==> src/rtl/id_ex_stage_pipeline_if.sv <==
// ID/EX boundary bundle: decode-side operands/control in, EX-side registered view out.
// Optional perf counters are present only when ID_EX_PERF_CNT_EN is defined.
interface id_ex_stage_pipeline_if #(
    parameter int unsigned DATA_W = 32
`ifdef ID_EX_PERF_CNT_EN
    , parameter int unsigned CNT_W = 32
`endif
);
    logic              id_valid_i;
    logic [DATA_W-1:0] pc_i;
    logic [DATA_W-1:0] instr_i;
    logic [DATA_W-1:0] rs1_data_i;
    logic [DATA_W-1:0] rs2_data_i;
    logic [DATA_W-1:0] imm_i;
    logic [15:0]       ctrl_i;
    logic              ex_stall_i;
    logic              ex_flush_i;
    logic              id_stall_o;
    logic              ex_valid_o;
    logic [DATA_W-1:0] ex_pc_o;
    logic [DATA_W-1:0] ex_instr_o;
    logic [DATA_W-1:0] ex_rs1_data_o;
    logic [DATA_W-1:0] ex_rs2_data_o;
    logic [DATA_W-1:0] ex_imm_o;
    logic [15:0]       ex_ctrl_o;
`ifdef ID_EX_PERF_CNT_EN
    logic [CNT_W-1:0]  bubble_cnt_o;
    logic [CNT_W-1:0]  flush_cnt_o;
`endif

    modport master (
        output id_valid_i, pc_i, instr_i, rs1_data_i, rs2_data_i, imm_i, ctrl_i,
               ex_stall_i, ex_flush_i,
        input  id_stall_o, ex_valid_o, ex_pc_o, ex_instr_o, ex_rs1_data_o,
               ex_rs2_data_o, ex_imm_o, ex_ctrl_o
`ifdef ID_EX_PERF_CNT_EN
        , input bubble_cnt_o, flush_cnt_o
`endif
    );

    modport slave (
        input  id_valid_i, pc_i, instr_i, rs1_data_i, rs2_data_i, imm_i, ctrl_i,
               ex_stall_i, ex_flush_i,
        output id_stall_o, ex_valid_o, ex_pc_o, ex_instr_o, ex_rs1_data_o,
               ex_rs2_data_o, ex_imm_o, ex_ctrl_o
`ifdef ID_EX_PERF_CNT_EN
        , output bubble_cnt_o, flush_cnt_o
`endif
    );
endinterface

==> src/rtl/id_ex_stage_pipeline.sv <==
// ID/EX pipeline register with load-use hazard detection, flush bubbles and stall hold.
// Define ID_EX_PERF_CNT_EN to add saturating bubble/flush counters.
module id_ex_stage_pipeline #(
    parameter int unsigned DATA_W = 32
`ifdef ID_EX_PERF_CNT_EN
    , parameter int unsigned CNT_W = 32
`endif
) (
    input  logic                 clk_i,
    input  logic                 rst_ni,
    id_ex_stage_pipeline_if.slave bus
);
    localparam int unsigned CTRL_W     = 16;
    localparam int unsigned REG_IDX_W  = 5;
    localparam int unsigned BIT_IS_LOAD = 11;
    localparam int unsigned BIT_IS_RS2  = 9;
    localparam logic [DATA_W-1:0] NOP_INSTR = DATA_W'(32'h0000_0013);

    logic              ex_valid_q;
    logic [DATA_W-1:0] ex_pc_q;
    logic [DATA_W-1:0] ex_instr_q;
    logic [DATA_W-1:0] ex_rs1_data_q;
    logic [DATA_W-1:0] ex_rs2_data_q;
    logic [DATA_W-1:0] ex_imm_q;
    logic [CTRL_W-1:0] ex_ctrl_q;

    logic [REG_IDX_W-1:0] id_rs1;
    logic [REG_IDX_W-1:0] id_rs2;
    logic [REG_IDX_W-1:0] ex_rd;
    logic [4:0]           id_opcode;
    logic                 uses_rs1;
    logic                 uses_rs2;
    logic                 hazard;
    logic                 load_bubble;

    assign id_rs1    = bus.instr_i[19:15];
    assign id_rs2    = bus.instr_i[24:20];
    assign id_opcode = bus.instr_i[6:2];
    assign ex_rd     = ex_instr_q[11:7];

    // LUI, AUIPC and JAL carry no rs1 field, so their bits must not raise a hazard
    assign uses_rs1 = !((id_opcode == 5'b01101) || (id_opcode == 5'b00101) ||
                        (id_opcode == 5'b11011));
    assign uses_rs2 = bus.ctrl_i[BIT_IS_RS2];

    assign hazard = bus.id_valid_i && ex_valid_q && ex_ctrl_q[BIT_IS_LOAD] &&
                    (ex_rd != '0) &&
                    ((uses_rs1 && (id_rs1 == ex_rd)) || (uses_rs2 && (id_rs2 == ex_rd)));

    assign load_bubble   = bus.ex_flush_i || hazard;
    assign bus.id_stall_o = bus.ex_stall_i || (hazard && !bus.ex_flush_i);

    // Stall holds everything; otherwise bubble or capture
    always_ff @(posedge clk_i) begin
        if (!rst_ni) begin
            ex_valid_q    <= 1'b0;
            ex_pc_q       <= '0;
            ex_instr_q    <= '0;
            ex_rs1_data_q <= '0;
            ex_rs2_data_q <= '0;
            ex_imm_q      <= '0;
            ex_ctrl_q     <= '0;
        end else if (!bus.ex_stall_i) begin
            if (load_bubble) begin
                ex_valid_q <= 1'b0;
                ex_ctrl_q  <= '0;
                ex_instr_q <= NOP_INSTR;
            end else begin
                ex_valid_q    <= bus.id_valid_i;
                ex_pc_q       <= bus.pc_i;
                ex_instr_q    <= bus.instr_i;
                ex_rs1_data_q <= bus.rs1_data_i;
                ex_rs2_data_q <= bus.rs2_data_i;
                ex_imm_q      <= bus.imm_i;
                ex_ctrl_q     <= bus.id_valid_i ? bus.ctrl_i : '0;
            end
        end
    end

    assign bus.ex_valid_o    = ex_valid_q;
    assign bus.ex_pc_o       = ex_pc_q;
    assign bus.ex_instr_o    = ex_instr_q;
    assign bus.ex_rs1_data_o = ex_rs1_data_q;
    assign bus.ex_rs2_data_o = ex_rs2_data_q;
    assign bus.ex_imm_o      = ex_imm_q;
    assign bus.ex_ctrl_o     = ex_ctrl_q;

`ifdef ID_EX_PERF_CNT_EN
    logic [CNT_W-1:0] bubble_cnt_q;
    logic [CNT_W-1:0] flush_cnt_q;

    // Flush takes precedence, so a cycle counts toward exactly one counter
    always_ff @(posedge clk_i) begin
        if (!rst_ni) begin
            bubble_cnt_q <= '0;
            flush_cnt_q  <= '0;
        end else if (!bus.ex_stall_i) begin
            if (bus.ex_flush_i) begin
                if (flush_cnt_q != '1) flush_cnt_q <= flush_cnt_q + CNT_W'(1);
            end else if (hazard) begin
                if (bubble_cnt_q != '1) bubble_cnt_q <= bubble_cnt_q + CNT_W'(1);
            end
        end
    end

    assign bus.bubble_cnt_o = bubble_cnt_q;
    assign bus.flush_cnt_o  = flush_cnt_q;
`endif
endmodule

==> src/flat_wrapper.sv <==
// flat-port wrapper written by rule: the top's interface ports become plain ports
module id_ex_stage_pipeline_flat 
#(
    parameter int unsigned DATA_W = 32

)
  (clk_i, rst_ni, bus_id_valid_i, bus_pc_i, bus_instr_i, bus_rs1_data_i, bus_rs2_data_i, bus_imm_i, bus_ctrl_i, bus_ex_stall_i, bus_ex_flush_i, bus_id_stall_o, bus_ex_valid_o, bus_ex_pc_o, bus_ex_instr_o, bus_ex_rs1_data_o, bus_ex_rs2_data_o, bus_ex_imm_o, bus_ex_ctrl_o);
  id_ex_stage_pipeline_if #(.DATA_W(DATA_W)) bus_i ();
  input  logic clk_i;
  input  logic rst_ni;
  input wire logic [$bits(bus_i.id_valid_i)-1:0] bus_id_valid_i;
  input wire logic [$bits(bus_i.pc_i)-1:0] bus_pc_i;
  input wire logic [$bits(bus_i.instr_i)-1:0] bus_instr_i;
  input wire logic [$bits(bus_i.rs1_data_i)-1:0] bus_rs1_data_i;
  input wire logic [$bits(bus_i.rs2_data_i)-1:0] bus_rs2_data_i;
  input wire logic [$bits(bus_i.imm_i)-1:0] bus_imm_i;
  input wire logic [$bits(bus_i.ctrl_i)-1:0] bus_ctrl_i;
  input wire logic [$bits(bus_i.ex_stall_i)-1:0] bus_ex_stall_i;
  input wire logic [$bits(bus_i.ex_flush_i)-1:0] bus_ex_flush_i;
  output wire logic [$bits(bus_i.id_stall_o)-1:0] bus_id_stall_o;
  output wire logic [$bits(bus_i.ex_valid_o)-1:0] bus_ex_valid_o;
  output wire logic [$bits(bus_i.ex_pc_o)-1:0] bus_ex_pc_o;
  output wire logic [$bits(bus_i.ex_instr_o)-1:0] bus_ex_instr_o;
  output wire logic [$bits(bus_i.ex_rs1_data_o)-1:0] bus_ex_rs1_data_o;
  output wire logic [$bits(bus_i.ex_rs2_data_o)-1:0] bus_ex_rs2_data_o;
  output wire logic [$bits(bus_i.ex_imm_o)-1:0] bus_ex_imm_o;
  output wire logic [$bits(bus_i.ex_ctrl_o)-1:0] bus_ex_ctrl_o;
  assign bus_i.id_valid_i = bus_id_valid_i;
  assign bus_i.pc_i = bus_pc_i;
  assign bus_i.instr_i = bus_instr_i;
  assign bus_i.rs1_data_i = bus_rs1_data_i;
  assign bus_i.rs2_data_i = bus_rs2_data_i;
  assign bus_i.imm_i = bus_imm_i;
  assign bus_i.ctrl_i = bus_ctrl_i;
  assign bus_i.ex_stall_i = bus_ex_stall_i;
  assign bus_i.ex_flush_i = bus_ex_flush_i;
  assign bus_id_stall_o = bus_i.id_stall_o;
  assign bus_ex_valid_o = bus_i.ex_valid_o;
  assign bus_ex_pc_o = bus_i.ex_pc_o;
  assign bus_ex_instr_o = bus_i.ex_instr_o;
  assign bus_ex_rs1_data_o = bus_i.ex_rs1_data_o;
  assign bus_ex_rs2_data_o = bus_i.ex_rs2_data_o;
  assign bus_ex_imm_o = bus_i.ex_imm_o;
  assign bus_ex_ctrl_o = bus_i.ex_ctrl_o;
  id_ex_stage_pipeline #(.DATA_W(DATA_W)) u_core (.clk_i(clk_i), .rst_ni(rst_ni), .bus(bus_i));
endmodule
==> config.mk <==
export PLATFORM = sky130hd
export DESIGN_NAME = id_ex_stage_pipeline_flat
export DESIGN_NICKNAME = d
export VERILOG_FILES = /design/src/rtl/id_ex_stage_pipeline_if.sv /design/src/rtl/id_ex_stage_pipeline.sv /design/src/flat_wrapper.sv
export SDC_FILE = /design/constraint.sdc
export NUM_CORES = 1
export LEC_CHECK = 0
export CAP_MARGIN = 30
export CORE_MARGIN = 10
export CORE_UTILIZATION = 43
export DETAILED_ROUTE_END_ITERATION = 12
export GPL_ROUTABILITY_DRIVEN = 0
export PLACE_DENSITY = 0.92
export SYNTH_ARGS = -nofsm -noshare
export SYNTH_HDL_FRONTEND = slang
export SYNTH_SLANG_ARGS = --single-unit
==> constraint.sdc <==
create_clock -name clk_i -period 2.7 [get_ports clk_i]
set_clock_uncertainty 0.1 [all_clocks]
set_input_delay 0.54 -clock clk_i [delete_from_list [all_inputs] [get_ports clk_i]]
set_output_delay 0.54 -clock clk_i [all_outputs]
set_load 0.02 [all_outputs]
==> results by group, run 1 <==
Run status
  – Status: completed

Synthesis
  – #FFs+latches synth: 177
  – Top FF cell, synth: dfxtp_1
  – Yosys top cell area share: just over 50%
  – Syn Inst Count: 794
  – Top cells by count, synth: nand2_1 (286), dfxtp_1 (177), mux2i_1 (128)
  – Count leader, synth: nand2_1
  – Post-synthesis average cell area: about 8.8 um^2
  – Unique cell type count in the Yosys netlist: 24
  – Net Count, Synth: ~1000
  – Seq/Total Area, Yosys: about half
  – Post-synth EDFFs: 0
  – Mapped Area: between 7000 and 8000 um^2
  – Largest cells by area after synthesis: dfxtp_1 (50%), mux2i_1 (18%), nand2_1 (15%)
  – Warnings from Yosys: 0
  – Top cell type by total area after synthesis: dfxtp_1
  – Post-synth ARST share: 0%

Die
  – # IOs: 359
  – Core Footprint: 15900 um^2
  – Starting Density: 44.0%
  – Die ar.: 21800 um^2
  – DIE WIDTH: ~150 um
  – # rows: 46
  – Die height: 148 um

STA
  – Final period util: a little over nine tenths
  – Setup Viol. Count Final: 0
  – Peak Freq: 0.381 GHz
  – Setup tns final: 0 ps
  – Final worst path period need: 2620 ps
  – Fin. Hold Viols: 0
  – Max Transition Viols Final: 0
  – Unrepaired setup endpoints after global routing: false
  – Worst-Margin Slew: 481 ps
  – Max_slew headroom: 67.9%

Clock tree
  – Htree depth: 4
  – CTS tree: built
  – Clk sinks: 177
  – CTS Buf Count: 17
  – Clock latency on the worst-skew pair: between 400 and 500 ps
  – Clk buf depth: 2
  – Clock transition at path regs: 60 ps
  – Root buffer cell: clkbuf_16

Worst setup path
  – WP buf/inv: 2
  – Critical path type: in2out
  – Crit. End Element: primary output
  – CP dominant cell by count: o21ai_2
  – Data required, critical path: 2060 ps
  – Critical Path Start Type: primary input
  – Critical path fanouts, max: 3
  – Slowest stage cell, crit path: clkdlybuf4s50_1
  – Worst path cell trace: clkdlybuf4s50_1 > and4b_1 > o21ai_2 > nand4_1 > o21a_1 > o21ai_2 > buf_6
  – Crit-path max cell delay: 440 ps
  – Critical path data arrival time: 1980 ps
  – Top delay family on crit path: buffers and inverters

Pwr
  – Pwr dens: 553 nW/um^2
  – Maximum vdd drop: ~0.38 mV
  – Leakage power: 4.40 nW
  – Total Power: 0.00632 W

Final layout
  – Nets: 1317
  – Non-filler cells in the finished layout: roughly 1400
  – Fillcell total: about 1100
  – Diodes inserted: 0
  – P&R area growth vs syn: 62.9%
  – Seq. cell area: 3540 um^2
  – Layout cells sized above 1: under 10%
  – Area occupied by multi-input gates: between 3000 and 4000 um^2

Min path
  – Min-Delay Path Class: in2reg

Global route
  – Vias in the first global route: 7026
  – First-pass GRT wire length: roughly 40 mm
  – Remaining Overflow, GRT: 0
  – GRT Resource Usage Total: 22.4%
  – Initial antenna violation count: 0
  – Largest net degree at the start of global routing: 78

Drt
  – Router iterations before antenna repair: 5
  – Routed WL per cell: 18.8 um
  – Post-route ant nets: 0
  – Avg Vias per Cell: 4.98
  – Residual DRC count: 0
  – Routed WL: 25.6 mm
  – Routed via count: 6796
  – DRT iter0 DRCs: 412

Placed design
  – Post-DP HPWL: 19.5 mm
  – Placed Cells incl. Taps: 1329
  – Buffers on Ports: 358

Flow run
  – Max_cap viols: 0
state kept, by name, indices dropped and copies added (netlist names):
register / cells
u_core.bus.ex_imm_o: 32
u_core.bus.ex_instr_o: 32
u_core.bus.ex_pc_o: 32
u_core.bus.ex_rs1_data_o: 32
u_core.bus.ex_rs2_data_o: 32
u_core.bus.ex_ctrl_o: 16
u_core.bus.ex_valid_o: 1
tightest hold or removal path: cells and delay by family:
family / cells / cell delay [ps]
buffers and inverters: 1 / 140
AO/OA/AOI/OAI: 1 / 70
AND/OR/NAND/NOR: 1 / 60
cell families (layout without fill, tap and decap cells):
| family | count (synthesis) | count (layout) | synth area share, % |
|---|---|---|---|
| AO/OA/AOI/OAI | 55 | 55 | 4.33 |
| XOR/XNOR | 10 | 10 | 1.25 |
| buffers and inverters | 66 | 420 | 5.12 |
| flip-flops | 177 | 177 | 50.5 |
| multiplexers | 128 | 128 | 18.3 |
| AND/OR/NAND/NOR | 358 | 358 | 20.6 |
stage by stage:
stage	setup slack (ps)	hold slack (ps)	util (%)	instance area [um^2]
after floorplan	372	433	-	7020
after global placement	-520	340	67.7	10800
after detailed placement	-623	345	67.7	10800
after CTS	1.35	358	71.6	11400
after global routing	9.92	337	71.7	11400
final	76.0	347	71.7	11400
metal layers:
metal | track usage, % | share of wire (%) | wire, um | vias up
met3 | 9.77 | 11 | 2820 | 54
li1 | - | - | - | 3300
met2 | 38.4 | 50 | 12800 | 299
met1 | 23.1 | 35 | 9080 | 3143
met4 | 10.5 | 3.6 | 931 | 0
met5 | 0 | 0 | 0 | -
power by group:
part           switching, W  internal, W  total, W
combinational      0.000527     0.000590   0.00112
sequential        0.0000663      0.00274   0.00280
clock               0.00105      0.00135   0.00241
total               0.00165      0.00468   0.00632
cell usage in the layout (no fill, tap or decap), drive strengths merged, types with 2 or more instances in the layout:
cell           Yosys  routed
dlymetal6s2s       0       4
xor2               4       4
dfxtp            177     177
nand2            286     286
clkinvlp           0       3
inv                1       4
nand4              2       2
mux2i            128     128
buf               16      32
clkbuf            49      21
o221a              3       3
clkdlybuf4s50      0     352
o21ai             48      48
xnor2              6       6
nand3             64      64
nor2               2       2
clkinv             0       3
area by class of cell:
type	instances	area share, %
multi-input combinational	551	27.5
tap	216	2.36
clock inverter	10	0.887
clock buffer	21	4.12
timing repair buffer	388	34.1
inverter	1	0.0328
sequential	177	31.0
path summary, 6_finish.rpt:
check                                                            endpoint                                      start  cells after the start  slack (ps)
worst max-delay path                                       bus_id_stall_o                             bus_instr_i[3]                      7          80
worst min-delay path               u_core.bus.ex_instr_o[23]$_SDFFE_PN0N_                            bus_instr_i[23]                      3         350
worst max register to register         u_core.bus.ex_pc_o[4]$_SDFFE_PN0P_     u_core.bus.ex_instr_o[11]$_SDFFE_PN0N_                     10         370
worst min register to register  u_core.bus.ex_rs2_data_o[28]$_SDFFE_PN0P_  u_core.bus.ex_rs2_data_o[28]$_SDFFE_PN0P_                      2         360
timing repair:
item | 4_1_cts | 5_1_grt
hold buffers | 0 | 0
resized for setup | 10 | 7
cloned | 0 | 0
setup buffers | 4 | 0
setup endpoints to repair | 1 | 12
pin swaps | 3 | 4
No activity file was read; power rests on OpenSTA's default activity.
==> run 2, diff against run 1 <==
--- a/config.mk
+++ b/config.mk
@@ -6,6 +6,7 @@
 export NUM_CORES = 1
 export LEC_CHECK = 0
 export CAP_MARGIN = 30
+export CORE_ASPECT_RATIO = 0.7
 export CORE_MARGIN = 10
 export CORE_UTILIZATION = 43
 export DETAILED_ROUTE_END_ITERATION = 12
==> results by group, run 2 (synthesis gave the netlist of run 1 again) <==
Worst setup path
  – Crit. End Element: primary output
  – Worst path cell trace: clkdlybuf4s50_1 > and4b_1 > o21ai_2 > nand4_1 > o21a_1 > o21ai_0 > buf_2
  – WP buf/inv: 2 (unchanged)
  – Crit path depth: 7 (unchanged)
  – R2R Path Start: u_core.bus.ex_instr_o[7]$_SDFFE_PN0N_
  – FF-to-FF setup slack: 570 ps (+200 ps)
  – Top delay family on crit path: buffers and inverters
  – R2R Path End: u_core.bus.ex_pc_o[14]$_SDFFE_PN0P_
  – Crit-path max cell delay: 450 ps (about the same)
  – Critical Path Start Type: primary input
  – CP Launch Point: bus_instr_i[6]
  – Cell depth of the worst flop-to-flop path: 8 (-2)
  – Data required, critical path: 2060 ps (about the same)
  – CP Capture Point: bus_id_stall_o
  – Critical path data arrival time: 2070 ps (+90 ps)
  – Critical path fanouts, max: 3 (unchanged)
  – Critical path type: in2out
  – Slowest stage cell, crit path: clkdlybuf4s50_1

Drt
  – DRT iter0 DRCs: 449 (+9.0%)
  – Post-route ant nets: 0 (unchanged)
  – Routed WL per cell: 17.9 um (-4.6%)
  – Routed via count: 6681 (-1.7%)
  – Residual DRC count: 0 (unchanged)
  – Router iterations before antenna repair: 6 (+1)
  – Avg Vias per Cell: 4.90 (-1.7%)
  – Routed WL: 24.4 mm (-4.6%)

Global route
  – Vias in the first global route: 6691 (-4.8%)
  – Remaining Overflow, GRT: 0 (unchanged)
  – GRT Resource Usage Total: 20.8% (-1.6 points)
  – Largest net degree at the start of global routing: 76 (-2.6%)
  – Initial antenna violation count: 0 (unchanged)
  – First-pass GRT wire length: 37.1 mm (-4.5%)

STA
  – Peak Freq: 0.370 GHz (-3.0%)
  – Fin. Hold Viols: 0 (unchanged)
  – Final worst path period need: 2710 ps (+82.0 ps)
  – Max_slew headroom: 68.1% (+0.20 points)
  – Worst-Margin Slew: 478 ps (-2.92 ps)
  – Max Transition Viols Final: 0 (unchanged)
  – Final worst slack: -6.00 ps (-82.0 ps)
  – Final period util: 100% (+3.0 points)
  – Setup Viol. Count Final: 1 (+1)
  – Hold_ws: 356 ps (+9.35 ps)

Clock tree
  – # hold bufs at CTS: 0 (unchanged)
  – CTS Buf Count: 17 (unchanged)
  – Htree depth: 4 (unchanged)
  – Clock transition at path regs: 70 ps (about the same)
  – Clock latency on the worst-skew pair: 400 ps (about the same)
  – Root buffer cell: clkbuf_16
  – CTS tree: built
  – Clk buf depth: 2 (unchanged)
  – Clk sinks: 177 (unchanged)

Final layout
  – Layout cells sized above 1: 5.59% (-0.50 points)
  – Most common cell after layout, fill and taps aside: clkdlybuf4s50_1
  – Nets: 1312 (-0.38%)
  – P&R area growth vs syn: 62.5%
  – Most frequent cells in the layout: clkdlybuf4s50_1 (353), nand2_1 (286), dfxtp_1 (177)
  – Final Cell Area: 11400 um^2 (-0.22%)
  – Fillcell total: 1145 (+2.5%)
  – Non-filler cells in the finished layout: 1364 (unchanged)
  – Diodes inserted: 0 (unchanged)

Run status
  – Status: finished, violations left
  – Failing checks: negative setup slack

Die
  – Die ar.: 21900 um^2 (+0.37%)
  – # IOs: 359 (unchanged)
  – DIE WIDTH: 173 um (+17%)
  – Core Footprint: 15700 um^2 (-1.3%)
  – Die height: 127 um (-14%)
  – Starting Density: 44.6% (+0.57 points)
  – # rows: 38 (-17%)

Pwr
  – Pwr dens: 550 nW/um^2 (-0.52%)
  – Leakage power: 4.38 nW (-0.47%)
  – Maximum vdd drop: 0.398 mV (+5.6%)
  – Total Power: 0.00628 W (-0.74%)

Placed design
  – Placed Cells incl. Taps: 1331 (+0.15%)
  – DP Area: 10800 um^2 (+0.14%)
  – Post-DP HPWL: 19.1 mm (-2.0%)
  – Buffers on Ports: 358 (unchanged)

Flow run
  – Max_cap viols: 0 (unchanged)

Min path
  – Min-Delay Path Class: reg2reg
run 2: cell count changes in the layout (fill, tap and decap cells not counted), sizes merged:
cell / delta
clkdlybuf4s50: +1
inv: +5
clkbuf: -1
bufinv: -1
dlymetal6s2s: -1
clkinvlp: -2
buf: -5
run 2: power by group:
| group | internal, W | leakage [nW] | switching (W) | total, W |
|---|---|---|---|---|
| clock | 0.00127 | 0.280 | 0.00111 | 0.00238 |
| sequential | 0.00273 | 1.45 | 0.0000656 | 0.00280 |
| combinational | 0.000586 | 2.65 | 0.000512 | 0.00110 |
run 2: worst min path at each step:
stage,from,endpoint,slack (ps),cells after the start
finish,u_core.bus.ex_rs2_data_o[5]$_SDFFE_PN0P_,u_core.bus.ex_rs2_data_o[5]$_SDFFE_PN0P_,360,2
global route,u_core.bus.ex_rs2_data_o[15]$_SDFFE_PN0P_,u_core.bus.ex_rs2_data_o[15]$_SDFFE_PN0P_,370,2
CTS,u_core.bus.ex_rs2_data_o[12]$_SDFFE_PN0P_,u_core.bus.ex_rs2_data_o[12]$_SDFFE_PN0P_,360,2
detailed placement,u_core.bus.ex_rs2_data_o[19]$_SDFFE_PN0P_,u_core.bus.ex_rs2_data_o[19]$_SDFFE_PN0P_,350,2
global placement,u_core.bus.ex_pc_o[21]$_SDFFE_PN0P_,u_core.bus.ex_pc_o[21]$_SDFFE_PN0P_,340,2
floorplan,u_core.bus.ex_imm_o[0]$_SDFFE_PN0P_,u_core.bus.ex_imm_o[0]$_SDFFE_PN0P_,430,2
run 2: layer usage:
layer	global-route usage, %	wire [um]	up-vias
met5	0	0	-
met4	6.47	517	0
met3	9.07	2440	32
met2	36.2	12000	270
met1	22.5	9470	3089
li1	-	-	3290
run 2: area by class of cell:
class,instances,area [um^2],share of cell area [%]
Tap cell,220,275,2.41
Clock inverter,12,114,0.998
Inverter,1,3.75,0.0329
Timing Repair Buffer,383,3880,34.0
Clock buffer,20,457,4.00
Multi-Input combinational cell,551,3130,27.5
Sequential cell,177,3540,31.1
run 2: worst reg2reg max path: cells and delay by family (launching register included):
kind / cells / cell delay [ps]
compound gates: 1 / 220
mux: 1 / 160
flops: 1 / 470
buf+inv: 3 / 540
xor+xnor: 1 / 130
simple gates: 2 / 410
run 2: repair_timing:
action / in CTS / in global routing
resized for setup: 7 / 4
pin swaps: 0 / 3
setup endpoints to repair: 1 / 1
buffers inserted: 0 / 1
run 2: per-stage QoR:
step	worst slack, ps	util, %	TNS (ps)
after global routing	-61.9	72.5	-61.9
after detailed placement	-528	68.7	-2790
after global placement	-500	68.7	-655
after floorplan	372	-	0
final	-6.00	72.5	-6.00
after CTS	17.7	72.3	0
==> run 3, diff against run 2 <==
--- a/config.mk
+++ b/config.mk
@@ -12,6 +12,7 @@
 export DETAILED_ROUTE_END_ITERATION = 12
 export GPL_ROUTABILITY_DRIVEN = 0
 export PLACE_DENSITY = 0.92
+export SKIP_CTS_REPAIR_TIMING = 1
 export SYNTH_ARGS = -nofsm -noshare
 export SYNTH_HDL_FRONTEND = slang
 export SYNTH_SLANG_ARGS = --single-unit
==> results by group, run 3 (synthesis gave the netlist of run 1 again) <==
STA
  – Setup Viol. Count Final: 1 (unchanged)
  – Hold_ws: 356 ps (-0.0520 ps)
  – Max_slew headroom: 68.5% (+0.38 points)
  – Final period util: 100% (about the same)
  – Final worst path period need: 2700 ps (-2.58 ps)
  – Peak Freq: 0.370 GHz (about the same)
  – Fin. Hold Viols: 0 (unchanged)
  – Max Transition Viols Final: 0 (unchanged)
  – Final worst slack: -3.42 ps (+2.58 ps)
  – Worst-Margin Slew: 472 ps (-5.77 ps)
  – Setup tns final: -3.42 ps (+2.58 ps)

Drt
  – Routed WL per cell: 17.9 um (-0.11%)
  – Router iterations before antenna repair: 5 (-1)
  – Residual DRC count: 0 (unchanged)
  – Routed via count: 6658 (-0.34%)
  – Post-route ant nets: 0 (unchanged)
  – DRT iter0 DRCs: 454 (+1.1%)
  – Avg Vias per Cell: 4.88 (-0.34%)
  – Routed WL: 24.4 mm (-0.11%)

Clock tree
  – CTS Buf Count: 17 (unchanged)
  – Htree depth: 4 (unchanged)
  – Clk buf depth: 2 (unchanged)
  – Root buffer cell: clkbuf_16
  – Clock transition at path regs: 70 ps (about the same)
  – CTS tree: built
  – Clock latency on the worst-skew pair: 400 ps (about the same)
  – Clk sinks: 177 (unchanged)

Pwr
  – Maximum vdd drop: 0.398 mV (about the same)
  – Leakage power: 4.38 nW (unchanged)
  – Pwr dens: 550 nW/um^2 (about the same)
  – Switching share of power: 26.8% (about the same)
  – Clk pwr share: 37.9% (about the same)
  – Comb pwr share: 17.5% (about the same)
  – Cell internal pwr: 0.00459 W (about the same)
  – Sw power: 0.00168 W (about the same)
  – Seq pwr share: 44.6% (about the same)

Worst setup path
  – Cell depth of the worst flop-to-flop path: 8 (unchanged)
  – Data required, critical path: 2060 ps (about the same)
  – CP Launch Point: bus_instr_i[6]
  – Critical path fanouts, max: 3 (unchanged)
  – CP Capture Point: bus_id_stall_o
  – Crit-path max cell delay: 450 ps (about the same)
  – Slowest stage cell, crit path: clkdlybuf4s50_1
  – WP buf/inv: 2 (unchanged)
  – Crit path depth: 7 (unchanged)
  – Worst path cell trace: clkdlybuf4s50_1 > and4b_1 > o21ai_2 > nand4_1 > o21a_1 > o21ai_0 > buf_2
  – Critical path type: in2out
  – Critical Path Start Type: primary input
  – FF-to-FF setup slack: 570 ps (about the same)
  – Top delay family on crit path: buffers and inverters
  – R2R Path End: u_core.bus.ex_pc_o[14]$_SDFFE_PN0P_
  – Critical path data arrival time: 2060 ps (about the same)
  – R2R Path Start: u_core.bus.ex_instr_o[7]$_SDFFE_PN0N_
  – Crit. End Element: primary output

Placed design
  – DP Area: 10800 um^2 (unchanged)
  – Post-DP HPWL: 19.1 mm (unchanged)
  – Buffers on Ports: 358 (unchanged)

Die
  – Die ar.: 21900 um^2 (unchanged)
  – DIE WIDTH: 173 um (unchanged)
  – # rows: 38 (unchanged)
  – Core Footprint: 15700 um^2 (unchanged)
  – # IOs: 359 (unchanged)
  – Starting Density: 44.6% (unchanged)
  – Die height: 127 um (unchanged)

Final layout
  – Fin util: 72.5% (unchanged)
  – Most common cell after layout, fill and taps aside: clkdlybuf4s50_1
  – Most frequent cells in the layout: clkdlybuf4s50_1 (353), nand2_1 (286), dfxtp_1 (177)
  – Nets: 1312 (unchanged)
  – Layout cells sized above 1: 5.59% (unchanged)
  – Final Cell Area: 11400 um^2 (unchanged)
  – Fillcell total: 1145 (unchanged)
  – Diodes inserted: 0 (unchanged)
  – P&R area growth vs syn: 62.5% (unchanged)

Global route
  – Vias in the first global route: 6692 (+0.015%)
  – Largest net degree at the start of global routing: 76 (unchanged)
  – Remaining Overflow, GRT: 0 (unchanged)
  – First-pass GRT wire length: 37.1 mm (about the same)
  – Initial antenna violation count: 0 (unchanged)
  – GRT Resource Usage Total: 20.8% (about the same)

Run status
  – Status: finished, violations left
  – Failing checks: negative setup slack

Min path
  – Min-Delay Path Class: reg2reg

Flow run
  – Max_cap viols: 0 (unchanged)
==> run 3: cell counts in the layout (fill, tap and decap cells not counted) <==
Identical to the previous run, type by type.
==> run 3: final cells by class <==
cell class	count	area (um^2)	area share, %
flip-flops and latches	177	3540	31.1
inverters	1	3.75	0.0329
well taps	220	275	2.41
clock buffers	20	457	4.00
clock inverters	12	114	0.998
repair buffers	383	3880	34.0
multi-input cells	551	3130	27.5
==> run 3: how the worst min path moves through the flow <==
stage,start,endpoint,cells past startpoint
2_1_floorplan,u_core.bus.ex_imm_o[0]$_SDFFE_PN0P_,u_core.bus.ex_imm_o[0]$_SDFFE_PN0P_,2
4_1_cts,u_core.bus.ex_rs2_data_o[12]$_SDFFE_PN0P_,u_core.bus.ex_rs2_data_o[12]$_SDFFE_PN0P_,2
3_5_place_dp,u_core.bus.ex_rs2_data_o[19]$_SDFFE_PN0P_,u_core.bus.ex_rs2_data_o[19]$_SDFFE_PN0P_,2
6_report,u_core.bus.ex_rs2_data_o[5]$_SDFFE_PN0P_,u_core.bus.ex_rs2_data_o[5]$_SDFFE_PN0P_,2
3_3_place_gp,u_core.bus.ex_pc_o[21]$_SDFFE_PN0P_,u_core.bus.ex_pc_o[21]$_SDFFE_PN0P_,2
5_1_grt,u_core.bus.ex_rs2_data_o[15]$_SDFFE_PN0P_,u_core.bus.ex_rs2_data_o[15]$_SDFFE_PN0P_,2
==> run 3: power groups by stage <==
stage	Sequential (W)	Clock, W	Combinational (W)
3_5_place_dp	0.00286	0	0.00110
4_1_cts	0.00280	0.00243	0.00111
2_1_floorplan	0.00301	0	0.000332
3_3_place_gp	0.00285	0	0.00108
6_report	0.00280	0.00238	0.00110
5_1_grt	0.00281	0.00252	0.00117
==> run 3: routing by layer <==
metal  share of wire, %  track usage [%]
met1                 39             22.5
met2                 49             36.2
met3                9.9             9.07
met4                2.1             6.47
met5                  0                0
==> run 3: per-stage QoR <==
| step | instances | setup slack [ps] | total power (W) |
|---|---|---|---|
| final | 1364 | -3.42 | 0.00628 |
| after global routing | 1364 | -61.9 | 0.00650 |
| after CTS | 1363 | -539 | 0.00634 |
| after detailed placement | 1331 | -528 | 0.00396 |
| after global placement | 1331 | -500 | 0.00394 |
| after floorplan | 794 | 372 | 0.00334 |
==> run 3: worst register-to-register path, cell delays in order, from the launching register on <==
cell and delay (ps):
dfxtp_1 470, xor2_1 130, nor4_2 250, nand4_1 160, buf_4 170, buf_4 130, o211a_4 220, buf_12 240
mux2i_1 160
